==> src/rtl/lap_countdown_timer.sv <==
// Countdown timer with latched alarm plus stopwatch with indexed lap memory,
// both stepped by an internal tick prescaler running off the system clock.
module lap_countdown_timer #(
  parameter int unsigned CLK_PER_TICK = 1000,
  parameter int unsigned CNT_W        = 32,
  parameter int unsigned LAP_DEPTH    = 8,
  localparam int unsigned LAP_AW      = $clog2(LAP_DEPTH)
) (
  input  logic              clockSignal,
  input  logic              resetN,
  input  logic              modeInput,
  input  logic              startOrStop,
  input  logic              splitOrReset,
  input  logic [CNT_W-1:0]  loadValue,
  input  logic [LAP_AW-1:0] lapReadIndex,
  output logic [CNT_W-1:0]  tickCount,
  output logic              mode,
  output logic              running,
  output logic [CNT_W-1:0]  lapData,
  output logic [LAP_AW:0]   lapCount,
  output logic              lapOverflow,
  output logic              ringSound
);

  localparam int unsigned      PS_W     = $clog2(CLK_PER_TICK);
  localparam logic [PS_W-1:0]  PS_LAST  = PS_W'(CLK_PER_TICK - 1);
  localparam logic [CNT_W-1:0] CNT_MAX  = '1;
  localparam logic [LAP_AW:0]  LAP_FULL = (LAP_AW+1)'(LAP_DEPTH);

  // state    | meaning
  // ST_IDLE  | stopped, count cleared or expired; mode changes allowed
  // ST_RUN   | prescaler advancing, count stepping on each tick
  // ST_PAUSE | count and prescaler frozen
  // ST_RING  | countdown reached 0, alarm latched until acknowledged
  typedef enum logic [1:0] {ST_IDLE, ST_RUN, ST_PAUSE, ST_RING} state_t;

  state_t state, state_nx;

  logic [2:0]       btn_q, btn_prev, press;
  logic             do_start, do_split, do_mode;
  logic [PS_W-1:0]  presc;
  logic             tick;
  logic [CNT_W-1:0] cnt_q, lap_rd;
  logic             mode_q, ring_q, ovf_q;
  logic [LAP_AW:0]  lap_cnt;
  logic             cnt_last, lap_full;
  logic             cnt_load, cnt_clear, cnt_dec, cnt_inc;
  logic             lap_req, lap_clear, ring_set, ring_clr, mode_flip;
  logic [CNT_W-1:0] lap_mem [LAP_DEPTH];

  always_ff @(posedge clockSignal or negedge resetN) begin
    if (!resetN) begin
      btn_q    <= '0;
      btn_prev <= '0;
    end else begin
      btn_q    <= {modeInput, splitOrReset, startOrStop};
      btn_prev <= btn_q;
    end
  end

  assign press    = btn_q & ~btn_prev;
  assign do_start = press[0];
  assign do_split = press[1] & ~press[0];
  assign do_mode  = press[2] & ~(|press[1:0]);

  assign tick     = (state == ST_RUN) && (presc == PS_LAST);
  assign cnt_last = (cnt_q <= CNT_W'(1));
  assign lap_full = (lap_cnt == LAP_FULL);

  always_ff @(posedge clockSignal or negedge resetN) begin
    if (!resetN) state <= ST_IDLE;
    else         state <= state_nx;
  end

  always_comb begin
    state_nx = state;
    unique case (state)
      ST_IDLE:  if (do_start && (mode_q || (|loadValue))) state_nx = ST_RUN;
      ST_RUN: begin
        if (do_start)                          state_nx = ST_PAUSE;
        else if (!mode_q && tick && cnt_last)  state_nx = ST_RING;
      end
      ST_PAUSE: begin
        if (do_start)      state_nx = ST_RUN;
        else if (do_split) state_nx = ST_IDLE;
      end
      ST_RING:  if (do_start || do_split) state_nx = ST_IDLE;
      default:  state_nx = ST_IDLE;
    endcase
  end

  always_comb begin
    cnt_load  = 1'b0;
    cnt_clear = 1'b0;
    cnt_dec   = 1'b0;
    cnt_inc   = 1'b0;
    lap_req   = 1'b0;
    lap_clear = 1'b0;
    ring_set  = 1'b0;
    ring_clr  = 1'b0;
    mode_flip = 1'b0;
    running   = (state == ST_RUN);
    unique case (state)
      ST_IDLE: begin
        if (do_start) begin
          cnt_load  = !mode_q && (|loadValue);
          cnt_clear = mode_q;
        end else if (do_mode) begin
          mode_flip = 1'b1;
          cnt_clear = 1'b1;
          lap_clear = 1'b1;
          ring_clr  = 1'b1;
        end
      end
      // a start press swallows a coincident tick; a split lap keeps it
      ST_RUN: begin
        if (!do_start) begin
          cnt_dec  = !mode_q && tick;
          cnt_inc  = mode_q && tick;
          lap_req  = mode_q && do_split;
          ring_set = !mode_q && tick && cnt_last;
        end
      end
      ST_PAUSE: begin
        if (!do_start && do_split) begin
          cnt_clear = 1'b1;
          lap_clear = mode_q;
        end
      end
      ST_RING: ring_clr = do_start | do_split;
      default: ;
    endcase
  end

  always_ff @(posedge clockSignal or negedge resetN) begin
    if (!resetN) begin
      cnt_q   <= '0;
      mode_q  <= 1'b0;
      ring_q  <= 1'b0;
      ovf_q   <= 1'b0;
      lap_cnt <= '0;
      presc   <= '0;
      lap_rd  <= '0;
    end else begin
      if (cnt_load)                          cnt_q <= loadValue;
      else if (cnt_clear)                    cnt_q <= '0;
      else if (cnt_dec && cnt_q != '0)       cnt_q <= cnt_q - CNT_W'(1);
      else if (cnt_inc && cnt_q != CNT_MAX)  cnt_q <= cnt_q + CNT_W'(1);

      if (mode_flip) mode_q <= ~mode_q;

      if (ring_set)      ring_q <= 1'b1;
      else if (ring_clr) ring_q <= 1'b0;

      if (lap_clear) begin
        lap_cnt <= '0;
        ovf_q   <= 1'b0;
      end else if (lap_req) begin
        if (lap_full) ovf_q   <= 1'b1;
        else          lap_cnt <= lap_cnt + (LAP_AW+1)'(1);
      end

      if (state_nx == ST_IDLE || state == ST_IDLE) presc <= '0;
      else if (state == ST_RUN) presc <= (presc == PS_LAST) ? '0 : presc + PS_W'(1);

      lap_rd <= ({1'b0, lapReadIndex} < lap_cnt) ? lap_mem[lapReadIndex] : '0;
    end
  end

  // lap storage is not reset; lap_cnt gating hides stale entries
  always_ff @(posedge clockSignal) begin
    if (lap_req && !lap_full) lap_mem[lap_cnt[LAP_AW-1:0]] <= cnt_q;
  end

  assign tickCount   = cnt_q;
  assign mode        = mode_q;
  assign lapData     = lap_rd;
  assign lapCount    = lap_cnt;
  assign lapOverflow = ovf_q;
  assign ringSound   = ring_q;

endmodule

==> config.mk <==
export PLATFORM = sky130hd
export DESIGN_NAME = lap_countdown_timer
export DESIGN_NICKNAME = d
export VERILOG_FILES = /design/src/rtl/lap_countdown_timer.sv
export SDC_FILE = /design/constraint.sdc
export NUM_CORES = 1
export LEC_CHECK = 0
export BUFFER_PORTS_ARGS = -buffer_cell sky130_fd_sc_hd__buf_2
export CORE_MARGIN = 3
export CORE_UTILIZATION = 59
export DETAILED_ROUTE_END_ITERATION = 8
export GPL_TIMING_DRIVEN = 0
export PLACE_DENSITY = 0.78
export SYNTH_ARGS = -nofsm -noshare
export SYNTH_HDL_FRONTEND = slang
export SYNTH_SLANG_ARGS = --single-unit
export TNS_END_PERCENT = 10
==> constraint.sdc <==
create_clock -name clockSignal -period 5.8 [get_ports clockSignal]
set_clock_uncertainty 0.2 [all_clocks]
set_input_delay 0.29 -clock clockSignal [delete_from_list [all_inputs] [get_ports clockSignal]]
set_output_delay 0.29 -clock clockSignal [all_outputs]
set_load 0.01 [all_outputs]
### Yosys cells after proc, flatten, opt, wreduce, memory -nomap -nowiden

Memory sizes are Yosys's and may differ from the RTL's.
Cells that the tools add are included.
Widths: inputs -> output; s select.

| word-level totals | value |
|---|---|
| word-level logic and storage cells | 105 |
| register bits | 89 |
| input bits | 40 |
| output and inout port bits | 72 |
| bits in writable memories | 256 |
| memories kept | 1 |

| cells by class | value |
|---|---|
| equal/unequal tests | 7 |
| add/sub/neg operators | 4 |
| reduce and logical (&&, ||, !) cells | 29 |
| multiplexer cells | 44 |
| $lt $le $gt $ge | 2 |
| bitwise operators | 8 |

Memory list:

| name | words | width | rd ports | clocked after Yosys merged registers in | wr ports | line | RTL |
|---|---|---|---|---|---|---|---|
| lap_mem | 8 | 32 | 1 | 0 | 1 | 49 | `logic [CNT_W-1:0] lap_mem [LAP_DEPTH];` |

Operators by type and width:

| operator | number |
|---|---|
| $mux 32 | 5 |
| $add 32x1->32 const B | 1 |
| $le 32x1->1 const B | 1 |
| $ne 32x32->1 const B | 1 |
| $reduce_bool 32->1 | 1 |
| $reduce_or 32->1 | 1 |
| $sub 32x1->32 const B | 1 |
| $mux 10 | 3 |
| $mux 1 | 23 |
| $mux 2 | 6 |
| $mux 4 | 3 |
| $logic_and 1x1->1 | 11 |
| $add 10x1->10 const B | 1 |
| $eq 10x10->1 const B | 1 |
| $pmux 2 s4 | 1 |
| $reduce_bool 2->1 | 4 |
| $pmux 1 s2 | 3 |
| $add 4x1->4 const B | 1 |
| $eq 2x2->1 const B | 2 |
| $eq 4x4->1 const B | 1 |
| $logic_not 2->1 | 2 |
| $lt 3x4->1 | 1 |
| $reduce_and 2->1 | 2 |
| $reduce_bool 4->1 | 1 |
| 10 further kinds | 17 |

### Longest topological paths before layout

Gate-level depths: netlist (run 1).

| logic depth | value |
|---|---|
| word-level depth | 10 |
| gate-level depth with buffers | 11 |
| depth with buffers taken out | 9 |

### Worst setup path before layout (run 1)

Ideal clock, no wire load.

| path | value |
|---|---|
| path kind | register -> register |
| start | reg state[1] |
| end | mem lap_mem[0][0] (enable) |
| data required time | 5.139 ns |
| setup slack | 1.710 ns |
| clock period less this slack | 4.090 ns |
| cell stages (with the launch flop) | 7 |
| path buffers | 0 |
| library setup time | 0.461 ns |
| arrival time | 3.429 ns |
| cell sequence | dfrtp_1 inv_1 ha_1 nand2_1 nor2_1 nand3_1 nor3_1 |

| between the ends | value |
|---|---|
| word-level cells in the longest chain between the ends | 5 |

Ends and longest elaborated chain:

| element | line | RTL |
|---|---|---|
| from (decl) | 37 | `state_t state, state_nx;` |
| from (signal assigned) | 72 | `else state <= state_nx;` |
| $eq 2x1->1 | -- |  |
| net running | 18 | `output logic running,` |
| $mux 1 | 103 | `unique case (state)` |
| $logic_and 1x1->1 | 172 | `if (lap_req && !lap_full) lap_mem[lap_cnt[LAP_AW-1:0]] <= cnt_q;` |
| $mux 1 | 172 |  |
| $mux 1 (not written as such) | 172 |  |
| to (decl) | 49 |  |

The timed path passes the listed nets, and every way through them passes these cells.

### Final worst setup path (run 1)

| path | value |
|---|---|
| start | reg cnt_q[1], in the netlist tickCount[1] |
| end | reg cnt_q[5], in the netlist tickCount[5] |

| between the ends | value |
|---|---|
| word-level cells in the longest chain between the ends | 5 |
| elaborated cells between the ends (all ways) | 11 |
| those cells by class | 2 x add/sub; 1 x eq/ne; 4 x mux; 4 x reduce/logical |

Ends and longest elaborated chain:

| element | line | RTL |
|---|---|---|
| from (decl) | 43 | `logic [CNT_W-1:0] cnt_q, lap_rd;` |
| from (signal assigned) | 145 | `if (cnt_load) cnt_q <= loadValue;` |
| from (signal assigned) | 147 | `else if (cnt_dec && cnt_q != '0) cnt_q <= cnt_q - CNT_W'(1);` |
| from (signal assigned) | 148 | `else if (cnt_inc && cnt_q != CNT_MAX) cnt_q <= cnt_q + CNT_W'(1);` |
| $add 32x1->32 or $reduce_bool 32->1 (tied branches) | 148, 147 |  |
| $mux 32 or $logic_and 1x1->1 (tied branches) | 148, 147 |  |
| $mux 32 | 147 |  |
| $mux 32 | 146 | `else if (cnt_clear) cnt_q <= '0;` |
| $mux 32 | 145 |  |

Parallel ways exist; a longest one is shown, timed or not. The select of a mux whose other input is x is not followed.
A chain may end at the register's enable or synchronous reset.

==> reports/metrics.csv, run 1 <==
stage;metric;value;unit
sta;max_slew.worst_pin.slew;1.19;ns
worst_setup_path;critical_path.reg2reg.startpoint;tickCount[1];
clocking;clkTransAtPathRegs;0.06;ns
logic_synthesis;syn-num-nets;1020;
global_route;globalRouteOverflowTotal;0;
global_route;globalRouteTotalUtil;28.5;%
sta;hold_viol;0;
logic_synthesis;synth_most_common_cell;sky130_fd_sc_hd__edfxtp_1;
sta;totalNegativeSetupSlack;0;ns
logic_synthesis;share_of_flip_flops_with_an_asynchronous_set_or_reset;25.8;%
worst_setup_path;critical_path.startpoint;tickCount[1];
logic_synthesis;yosysTopAreaCellShare;52.3;%
clocking;clkSinkCount;345;
sta;timing.max_slew.rel_slack;20.3;%
logic_synthesis;yosys_register_bits;345;
worst_setup_path;timing.critical_path.fanout_max;13;
sta;setup_slack;2.08;ns
logic_synthesis;syn-instance-count;967;
worst_setup_path;worst-r2r-cell-count;9;
sta;finalCritPeriodShare;64.1;%
worst_setup_path;critPathLaunchType;register;
global_route;largest_net_degree_at_the_start_of_global_routing;48;
clocking;bufs_on_longest_clock_path;3;
die;initial_utilization;60.2;%
finish;syn2layout_area_growth;18.4;%
place;place.port_buffers;111;
finish;layout-drive-gt1-share;22.5;%
sta;final-max-slew-violation-count;0;
detailed_routing;pre_antenna_drt_iters;5;
worst_hold_path;hold-path-endpoint;tickCount[16];
clocking;cts.repair.resized;0;
place;routabilityCongestion;0.958;
worst_setup_path;setup.worst_path.end_class;register;
worst_setup_path;worstPathArrival;3.93;ns
worst_setup_path;timing.setup.critical_path_class;register to register;
logic_synthesis;post_synth.cell_area_avg;15.2;um^2
pwr;power.total;7.00;mW
run;timing.max_cap.violations;0;
finish;post-route-cell-area;17400;um^2
global_route;via_count_of_the_first_global_routing_pass;9713;
detailed_routing;drc_errors;0;
die;core_region_area;24400;um^2
finish;finish.net_count;1216;
sta;setup_viol_count_final;0;
die;floorplan.die.width;164;um
logic_synthesis;post_synth_instance_area;14700;um^2
logic_synthesis;ys_seq_area_share;67.5;%
worst_setup_path;worst_r2r_end;tickCount[5];
clocking;clkLatencyLatePin;0.51;ns
sta;layout_min_cycle_time;3.72;ns
logic_synthesis;synthDistinctLibCells;58;
die;die_footprint;26800;um^2
clocking;cts_tree;done;
place;place_area;16000;um^2
clocking;post_cts_buffers;0;
sta;max_freq;269;MHz
worst_hold_path;holdCritStartpoint;loadValue[16];
finish;nFillCells;1579;
detailed_routing;post_drt_via_cell_ratio;6.29;
worst_setup_path;setup.reg_to_reg.worst_slack;2.08;ns
place;place_inst;1415;
global_route;number_of_antenna_violations_at_the_first_check_in_global_routing;0;
logic_synthesis;synth_top_cells_by_count;sky130_fd_sc_hd__edfxtp_1, sky130_fd_sc_hd__dfrtp_1, sky130_fd_sc_hd__nor2_1, sky130_fd_sc_hd__mux4_2, sky130_fd_sc_hd__nand2_1;
logic_synthesis;postSynth.topFlopCell;sky130_fd_sc_hd__edfxtp_1;
worst_hold_path;worst_hold_path_depth;4;
detailed_routing;wl_per_cell;24.8;um
logic_synthesis;synth-edff-count;256;
worst_hold_path;kind_of_path_behind_the_tightest_hold_check;input port to register;
detailed_routing;vias;9516;
detailed_routing;wl;37500;um
worst_setup_path;worstPathRequired;6.01;ns
die;rows;57;
detailed_routing;drt-initial-drc-count;977;
pwr;vdd.ir_drop.worst;0.230;mV
clocking;postCtsHoldBufs;35;
logic_synthesis;netlist_top_cells_area;sky130_fd_sc_hd__edfxtp_1, sky130_fd_sc_hd__dfrtp_1, sky130_fd_sc_hd__mux4_2, sky130_fd_sc_hd__mux2i_1, sky130_fd_sc_hd__nor2_1;
clocking;cts-htree-levels;2;
logic_synthesis;synth.yosys.warnings;0;
clocking;cts_root_buffer;sky130_fd_sc_hd__clkbuf_16;
pwr;leakagePower;6.30;nW
die;boundaryPins;112;
finish;final_util;71.3;%
die;die_y;164;um
logic_synthesis;library_cell_with_the_largest_summed_area_after_synthesis;sky130_fd_sc_hd__edfxtp_1;
pwr;p_per_area;403;nW/um^2
place;dp.final_hpwl;24800;um
clocking;tritoncts.num_buffers;35;
run_status;status;completed;
sta;hold-worst-slack;0.0564;ns
global_route;grt_pass1_wl;57300;um
finish;num_antenna_cells;0;
finish;post_layout_nonfiller_instances;1513;
place;preCtsSetupSlack;2.20;ns
detailed_routing;ant_nets;0;
sta;unrepaired_setup_endpoints_after_global_routing;false;
[registers in the layout, summed over array words and instances (netlist names)]
name and count:
lap_mem 256, lapData 32, tickCount 32, presc 10, lapCount 4, btn_prev 3, btn_q 3, state 2
lapOverflow 1, mode 1, ringSound 1
[power by group]
part / total [mW] / switching (mW) / leakage, nW / internal (mW)
Clock: 2.14 / 0.903 / 0.522 / 1.23
Sequential: 3.53 / 0.458 / 3.52 / 3.08
Combinational: 1.33 / 0.809 / 2.26 / 0.525
Total: 7.00 / 2.17 / 6.30 / 4.83
[worst max-delay path by stage]
stage | to | slack, ns | cells past startpoint
after floorplan | lap_mem[0][0] | 1.71 | 6
after CTS | tickCount[5] | 2.17 | 9
after global placement | lap_mem[4][22] | -0.74 | 6
after detailed placement | tickCount[5] | 2.20 | 9
final | tickCount[5] | 2.08 | 9
after global routing | tickCount[5] | 1.84 | 9
[cell type report]
type                            count  area [um^2]  area share, %
Sequential cell                   345         9910           57.0
Multi-Input combinational cell    556         4560           26.2
Timing Repair Buffer              159         1160           6.65
Clock buffer                       52          991           5.70
Tap cell                          324          405           2.33
Buffer                             53          229           1.32
Clock inverter                     11         91.3          0.525
Inverter                           13         48.8          0.281
[logic make-up (layout without fill, tap and decap cells)]
logic type,Yosys count,in the layout,share of synthesized area [%]
flops,345,345,67.5
fa+ha+maj,13,13,1.11
buf+inv,66,288,1.89
mux,102,102,12.4
compound gates,108,108,4.51
simple gates,295,295,10.3
xor+xnor,38,38,2.27
[worst max-delay path, cell delays in order (launching register included)]
cell and delay, ns:
sky130_fd_sc_hd__dfrtp_1 0.67, sky130_fd_sc_hd__ha_1 0.31, sky130_fd_sc_hd__nand4_1 0.24, sky130_fd_sc_hd__nor4_1 0.58, sky130_fd_sc_hd__a211oi_2 0.31, sky130_fd_sc_hd__a21oi_2 0.47, sky130_fd_sc_hd__buf_2 0.38, sky130_fd_sc_hd__a21oi_1 0.09
sky130_fd_sc_hd__xnor2_1 0.14, sky130_fd_sc_hd__o21ai_0 0.22
[layout by cell type (no fill, tap or decap), types with 5 or more instances in the layout]
master                          count
sky130_fd_sc_hd__and4_1             8
sky130_fd_sc_hd__buf_1             11
sky130_fd_sc_hd__dfrtp_1           89
sky130_fd_sc_hd__nor2_4             6
sky130_fd_sc_hd__clkbuf_1          46
sky130_fd_sc_hd__clkbuf_16         36
sky130_fd_sc_hd__nor3_1            22
sky130_fd_sc_hd__buf_6              6
sky130_fd_sc_hd__nor2_1            83
sky130_fd_sc_hd__nor2b_1            6
sky130_fd_sc_hd__nor4_1            20
sky130_fd_sc_hd__inv_1             13
sky130_fd_sc_hd__dlygate4sd3_1     35
sky130_fd_sc_hd__mux2i_1           35
sky130_fd_sc_hd__nand3_1           20
sky130_fd_sc_hd__nand2b_1           6
sky130_fd_sc_hd__nand2_1           53
sky130_fd_sc_hd__nand4_1           25
sky130_fd_sc_hd__o21ai_0           44
sky130_fd_sc_hd__clkinv_1           5
sky130_fd_sc_hd__xor2_1            10
sky130_fd_sc_hd__ha_1              13
sky130_fd_sc_hd__buf_2            116
sky130_fd_sc_hd__a31oi_1            6
sky130_fd_sc_hd__xnor2_1           28
sky130_fd_sc_hd__edfxtp_1         256
sky130_fd_sc_hd__or3_1              6
sky130_fd_sc_hd__and3_1            15
sky130_fd_sc_hd__a21oi_1           29
sky130_fd_sc_hd__mux4_2            64
[routing by layer]
layer  part of all wire (%)  vias to the layer above  global-route usage [%]
met5                      0                        -                       0
met4                    4.2                        0                    12.1
met3                    8.2                       78                    4.21
met2                     48                      492                    45.2
met1                     40                     4802                    40.3
li1                       -                     4144                       -
Note: power is estimated with default switching activity, not from simulation.
==> run 2, diff against run 1 <==
Settings changed: CORE_UTILIZATION 59 to 54, PLACE_DENSITY 0.78 to 0.76.
Clock period 5.8 ns to 3.4 ns, I/O delays scaled along.
==> reports/metrics.csv, run 2 (synthesis results as in run 1) <==
stage;metric;value;unit;change
die;boundaryPins;112;;unchanged
detailed_routing;drc_errors;0;;unchanged
pwr;power.internal;8.54;mW;+77%
clocking;tritoncts.num_buffers;36;;+2.9%
sta;hold_viol;0;;unchanged
die;rows;59;;+3.5%
sta;layout_min_cycle_time;3.26;ns;-0.461 ns
global_route;number_of_antenna_violations_at_the_first_check_in_global_routing;0;;unchanged
place;dp.final_hpwl;24900;um;+0.71%
finish;finish.net_count;1219;;+0.25%
worst_setup_path;timing.setup.critical_path_class;register to register;;
pwr;seq_power_share;49.3;%;-1.2 points
detailed_routing;drt-initial-drc-count;902;;-7.7%
finish;syn2layout_area_growth;20.0;%;
pwr;leakagePower;6.40;nW;+1.6%
clocking;cts_root_buffer;sky130_fd_sc_hd__clkbuf_16;;
sta;timing.max_slew.rel_slack;17.9;%;-2.4 points
worst_setup_path;worstPathArrival;3.48;ns;-0.45 ns
pwr;p_sw_share;30.4;%;-0.62 points
sta;final-max-slew-violation-count;0;;unchanged
clocking;clkSinkCount;345;;unchanged
worst_hold_path;kind_of_path_behind_the_tightest_hold_check;input port to async pin;;
clocking;cts_tree;done;;
sta;max_freq;307;MHz;+14%
global_route;globalRouteTotalUtil;25.8;%;-2.8 points
finish;post-route-cell-area;17600;um^2;+1.3%
pwr;p_per_area;696;nW/um^2;+73%
worst_setup_path;setup.reg_to_reg.worst_slack;0.14;ns;-1.94 ns
worst_setup_path;critPathLaunchType;register;;
die;die_y;171;um;+4.4%
sta;finalCritPeriodShare;95.9;%;+32 points
finish;layout.cells.most_common;sky130_fd_sc_hd__edfxtp_1;;
die;initial_utilization;55.6;%;-4.6 points
sta;max_slew.worst_pin.slew;1.23;ns;+0.0354 ns
global_route;globalRouteOverflowTotal;0;;unchanged
pwr;vdd.ir_drop.worst;0.482;mV;+110%
finish;post_layout_nonfiller_instances;1528;;+0.99%
die;floorplan.die.width;171;um;+4.4%
worst_setup_path;timing.critical_path.fanout_max;10;;-3
worst_setup_path;worstPathRequired;3.62;ns;-2.39 ns
place;routabilityCongestion;0.957;;-0.20%
place;place_inst;1425;;+0.71%
global_route;via_count_of_the_first_global_routing_pass;9519;;-2.0%
sta;setup_viol_count_final;0;;unchanged
finish;max_ffs_per_register;256;;unchanged
worst_setup_path;critical-path-max-stage-delay;0.54;ns;-0.13 ns
worst_setup_path;setup.worst_path.end_class;register;;
sta;unrepaired_setup_endpoints_after_global_routing;false;;
finish;nFillCells;1807;;+14%
clocking;clkTransAtPathRegs;0.06;ns;about the same
pwr;net-switching-power;3.72;mW;+72%
detailed_routing;wl_per_cell;24.2;um;-2.5%
pwr;comb_power_share;18.7;%;-0.4 points
detailed_routing;wl;36900;um;-1.6%
pwr;power.total;12.3;mW;+75%
worst_setup_path;crit_path_top_delay_cell;sky130_fd_sc_hd__or4_4;;
place;place.port_buffers;111;;unchanged
finish;layout-drive-gt1-share;24.5;%;+1.9 points
detailed_routing;pre_antenna_drt_iters;5;;unchanged
die;die_footprint;29200;um^2;+8.9%
run;timing.max_cap.violations;0;;unchanged
finish;register_area;9920;um^2;about the same
finish;mostFrequentLayoutCells;sky130_fd_sc_hd__edfxtp_1, sky130_fd_sc_hd__buf_2, sky130_fd_sc_hd__dfrtp_1, sky130_fd_sc_hd__nor2_1, sky130_fd_sc_hd__mux4_2;;
finish;num_antenna_cells;0;;unchanged
global_route;grt_pass1_wl;56500;um;-1.3%
die;core_region_area;26400;um^2;+8.4%
global_route;largest_net_degree_at_the_start_of_global_routing;46;;-4.2%
detailed_routing;vias;9421;;-1.0%
place;place_area;16000;um^2;+0.11%
clocking;bufs_on_longest_clock_path;3;;unchanged
pwr;clock_power_share;32.0;%;+1.5 points
detailed_routing;post_drt_via_cell_ratio;6.17;;-2.0%
clocking;cts-htree-levels;2;;unchanged
finish;multiInputGateArea;4620;um^2;+1.3%
detailed_routing;ant_nets;0;;unchanged
clocking;clkLatencyLatePin;0.51;ns;about the same
run_status;status;completed;;
worst_setup_path;crit_path_cell_trace;clkbuf_1, or3_1, nor4b_4, buf_4, nand2_2, or4_4, o221a_1, buf_6, a311oi_2;;
## run 2: metal layers
| metal | up-vias | GRT usage, % | wire length (um) | part of all wire [%] |
|---|---|---|---|---|
| li1 | 4150 | - | - | - |
| met1 | 4763 | 37.1 | 15500 | 42 |
| met2 | 438 | 41.2 | 17700 | 48 |
| met3 | 70 | 3.67 | 2690 | 7.3 |
| met4 | 0 | 8.68 | 1100 | 3.0 |
| met5 | - | 0 | 0 | 0 |
## run 2: power by group through the flow
stage | combinational (mW) | clock (mW) | sequential, mW
3_3_place_gp | 2.14 | 0 | 6.04
5_1_grt | 2.49 | 4.15 | 6.14
4_1_cts | 2.27 | 3.98 | 6.00
3_5_place_dp | 2.22 | 0 | 6.09
2_1_floorplan | 1.32 | 0 | 5.92
6_report | 2.29 | 3.92 | 6.05
## run 2: metrics by stage
| step | hold WS [ns] | setup slack, ns | TNS, ns | util (%) |
|---|---|---|---|---|
| finish | 0.0418 | 0.141 | 0 | 66.7 |
| global route | 0.0955 | 0.00792 | 0 | 66.7 |
| CTS | 0.0632 | 0.00820 | 0 | 66.4 |
| detailed placement | 0.0447 | -0.167 | -1.23 | 60.5 |
| global placement | 0.0784 | -2.98 | -375.44 | 59.3 |
| floorplan | -0.326 | -0.654 | -20.94 | - |
## run 2: path summary, 6_finish.rpt
kind | startpoint | endpoint | depth (start not counted)
worst min register to register | btn_q[2] | btn_prev[2] | 0
worst max register to register | tickCount[20] | presc[7] | 9
worst min-delay path | resetN | lapData[10] | 2
max in group asynchronous | resetN | lapData[17] | 3
worst max-delay path | tickCount[20] | presc[7] | 9
min in group clockSignal | startOrStop | btn_q[0] | 2
## run 2: cell type report
type                            instances  area share (%)
Sequential cell                       345            56.3
Clock buffer                           51            6.12
Buffer                                 50            1.24
Multi-Input combinational cell        556            26.2
Tap cell                              335            2.38
Clock inverter                         14           0.717
Inverter                               13           0.277
Timing Repair Buffer                  164            6.82
## run 2: worst max-delay path, delay by kind of cell (launching register included)
family | cells | cell delay [ns]
simple gates | 4 | 1.38
buf+inv | 3 | 0.60
compound gates | 2 | 0.49
flops | 1 | 0.48
## run 2: what timing repair did
item | in CTS | in global routing
gates cloned | 0 | 0
endpoints found under the hold margin | 117 | 0
hold buffers | 36 | 0
resized for setup | 1 | 10
buffers inserted | 1 | 4
endpoints found under the setup margin | 11 | 25
pin swaps | 1 | 2
==> run 3, diff against run 2 <==
Settings changed: CORE_MARGIN 3 to default, CORE_UTILIZATION 54 to 59, PLACE_DENSITY 0.76 to 0.78.
Clock period 3.4 ns to 3.9 ns, I/O delays scaled along.
==> reports/metrics.csv, run 3 (synthesis results as in run 1) <==
stage;metric;value;unit;change
clocking;bufs_on_longest_clock_path;3;;unchanged
sta;layout_min_cycle_time;3.73;ns;+0.475 ns
finish;max_ffs_per_register;256;;unchanged
detailed_routing;drt-initial-drc-count;1073;;+19%
finish;mostFrequentLayoutCells;sky130_fd_sc_hd__edfxtp_1, sky130_fd_sc_hd__buf_2, sky130_fd_sc_hd__dfrtp_1, sky130_fd_sc_hd__nor2_1, sky130_fd_sc_hd__mux4_2;;
worst_hold_path;holdCritStartpoint;startOrStop;;
place;place_area;16000;um^2;about the same
global_route;globalRouteOverflowTotal;0;;unchanged
sta;unrepaired_setup_endpoints_after_global_routing;false;;
worst_setup_path;setup.worst_path.end_class;register;;
place;place.port_buffers;111;;unchanged
global_route;via_count_of_the_first_global_routing_pass;9659;;+1.5%
clocking;cts_tree;done;;
worst_setup_path;critical_path.startpoint;tickCount[1];;
worst_setup_path;critical-path-max-stage-delay;0.66;ns;+0.12 ns
clocking;post_cts_buffers;0;;-1
finish;num_antenna_cells;0;;unchanged
die;die_y;160;um;-6.5%
clocking;cts-htree-levels;2;;unchanged
die;die_footprint;25500;um^2;-13%
worst_hold_path;kind_of_path_behind_the_tightest_hold_check;input port to register;;
die;initial_utilization;60.2;%;+4.6 points
sta;finalCritPeriodShare;95.7;%;-0.12 points
die;floorplan.die.width;160;um;-6.5%
finish;layout-drive-gt1-share;22.5;%;-2.0 points
finish;post-route-cell-area;17400;um^2;-1.0%
global_route;largest_net_degree_at_the_start_of_global_routing;67;;+46%
die;core_region_area;24400;um^2;-7.7%
sta;setup_viol_count_final;0;;unchanged
global_route;number_of_antenna_violations_at_the_first_check_in_global_routing;0;;unchanged
clocking;tritoncts.num_buffers;36;;unchanged
finish;syn2layout_area_growth;18.8;%;
pwr;vdd.ir_drop.worst;0.381;mV;-21%
clocking;clkLatencyLatePin;0.52;ns;about the same
clocking;clkTransAtPathRegs;0.06;ns;about the same
pwr;leakagePower;6.32;nW;-1.3%
sta;hold_viol;0;;unchanged
detailed_routing;drc_errors;0;;unchanged
worst_setup_path;critPathLaunchType;register;;
detailed_routing;post_drt_via_cell_ratio;6.33;;+2.6%
clocking;clkSinkCount;345;;unchanged
finish;finish.net_count;1219;;unchanged
sta;max_freq;268;MHz;-13%
pwr;p_per_area;598;nW/um^2;-14%
sta;totalNegativeSetupSlack;0;ns;unchanged
sta;max_slew.worst_pin.slew;1.15;ns;-0.0798 ns
finish;layout.cells.most_common;sky130_fd_sc_hd__edfxtp_1;;
sta;final-max-slew-violation-count;0;;unchanged
place;routabilityCongestion;0.962;;+0.54%
sta;timing.max_slew.rel_slack;23.3;%;+5.3 points
detailed_routing;vias;9598;;+1.9%
global_route;grt_pass1_wl;56400;um;-0.24%
detailed_routing;pre_antenna_drt_iters;5;;unchanged
run_status;status;completed;;
run;timing.max_cap.violations;0;;unchanged
detailed_routing;wl_per_cell;24.6;um;+1.6%
worst_setup_path;worstPathRequired;4.07;ns;+0.45 ns
clocking;cts_root_buffer;sky130_fd_sc_hd__clkbuf_16;;
place;dp.final_hpwl;23900;um;-4.1%
detailed_routing;wl;37200;um;+0.88%
worst_setup_path;worstPathArrival;3.91;ns;+0.43 ns
worst_setup_path;crit_path_top_delay_cell;sky130_fd_sc_hd__dfrtp_1;;
detailed_routing;ant_nets;0;;unchanged
worst_setup_path;crit_path_cell_trace;ha_1, nand4_1, nor4_1, a211oi_2, a21oi_2, buf_2, a21oi_1, xnor2_1, o21ai_0;;
die;rows;57;;-3.4%
worst_setup_path;timing.critical_path.fanout_max;13;;+3
die;boundaryPins;112;;unchanged
worst_setup_path;critical_path.reg2reg.startpoint;tickCount[1];;
worst_setup_path;timing.setup.critical_path_class;register to register;;
global_route;globalRouteTotalUtil;29.8;%;+4.0 points
run 3: final timing paths:
| kind | to | slack (ns) | cells past startpoint |
|---|---|---|---|
| hold reg to reg | btn_prev[2] | 0.19 | 0 |
| max in group asynchronous | btn_q[1] | 2.59 | 4 |
| setup / recovery | tickCount[8] | 0.17 | 9 |
| min in group asynchronous | lapData[1] | 0.52 | 4 |
| setup reg to reg | tickCount[8] | 0.17 | 9 |
| hold / removal | btn_q[0] | 0.14 | 2 |
run 3: critical path: cells and delay by family, from the launching register on:
| family | cells | cell delay (ns) |
|---|---|---|
| xor gates and xnor gates | 1 | 0.19 |
| adders and majority gates | 1 | 0.31 |
| buffers and inverters | 1 | 0.37 |
| and+or+nand+nor | 2 | 0.85 |
| AOI/OAI and AO/OA | 4 | 0.99 |
| DFF | 1 | 0.66 |
run 3: timing repair:
action	in CTS	in global routing
endpoints found under the hold margin	124	0
setup endpoints to repair	0	0
hold buffers	38	0
gates resized for setup	0	0
run 3: report_power, final:
group	switching (mW)	internal, mW
registers	0.686	4.58
clock network	1.36	1.81
logic	1.20	0.785
run 3: layout make-up:
cell class                      instances  area (um^2)
Buffer                                 53          229
Clock buffer                           48          966
Clock inverter                         17          115
Fill cell                            1557         6950
Inverter                               13         48.8
Multi-Input combinational cell        556         4560
Sequential cell                       345         9910
Tap cell                              324          405
Timing Repair Buffer                  161         1200
run 3: layer usage:
layer / track usage, % / wire length (um) / vias up / part of all wire (%)
met2: 47.8 / 18000 / 524 / 48
met3: 4.88 / 3030 / 75 / 8.1
met5: 0 / 0 / - / 0
met4: 12.7 / 1430 / 0 / 3.8
met1: 41.0 / 14700 / 4835 / 40
li1: - / - / 4164 / -
run 3: stage by stage:
step                setup WS, ns  instances  total power [mW]  hold slack [ns]  utilization, %
global route              0.0783       1517              10.8            0.127            71.5
detailed placement         0.316       1414              7.22          -0.0561            65.5
finish                     0.166       1517              10.4            0.135            71.5
global placement           -2.38       1402              7.10            0.103            64.2
CTS                        0.282       1517              10.4            0.113            71.5
floorplan                 -0.154        967              6.31           -0.301               -
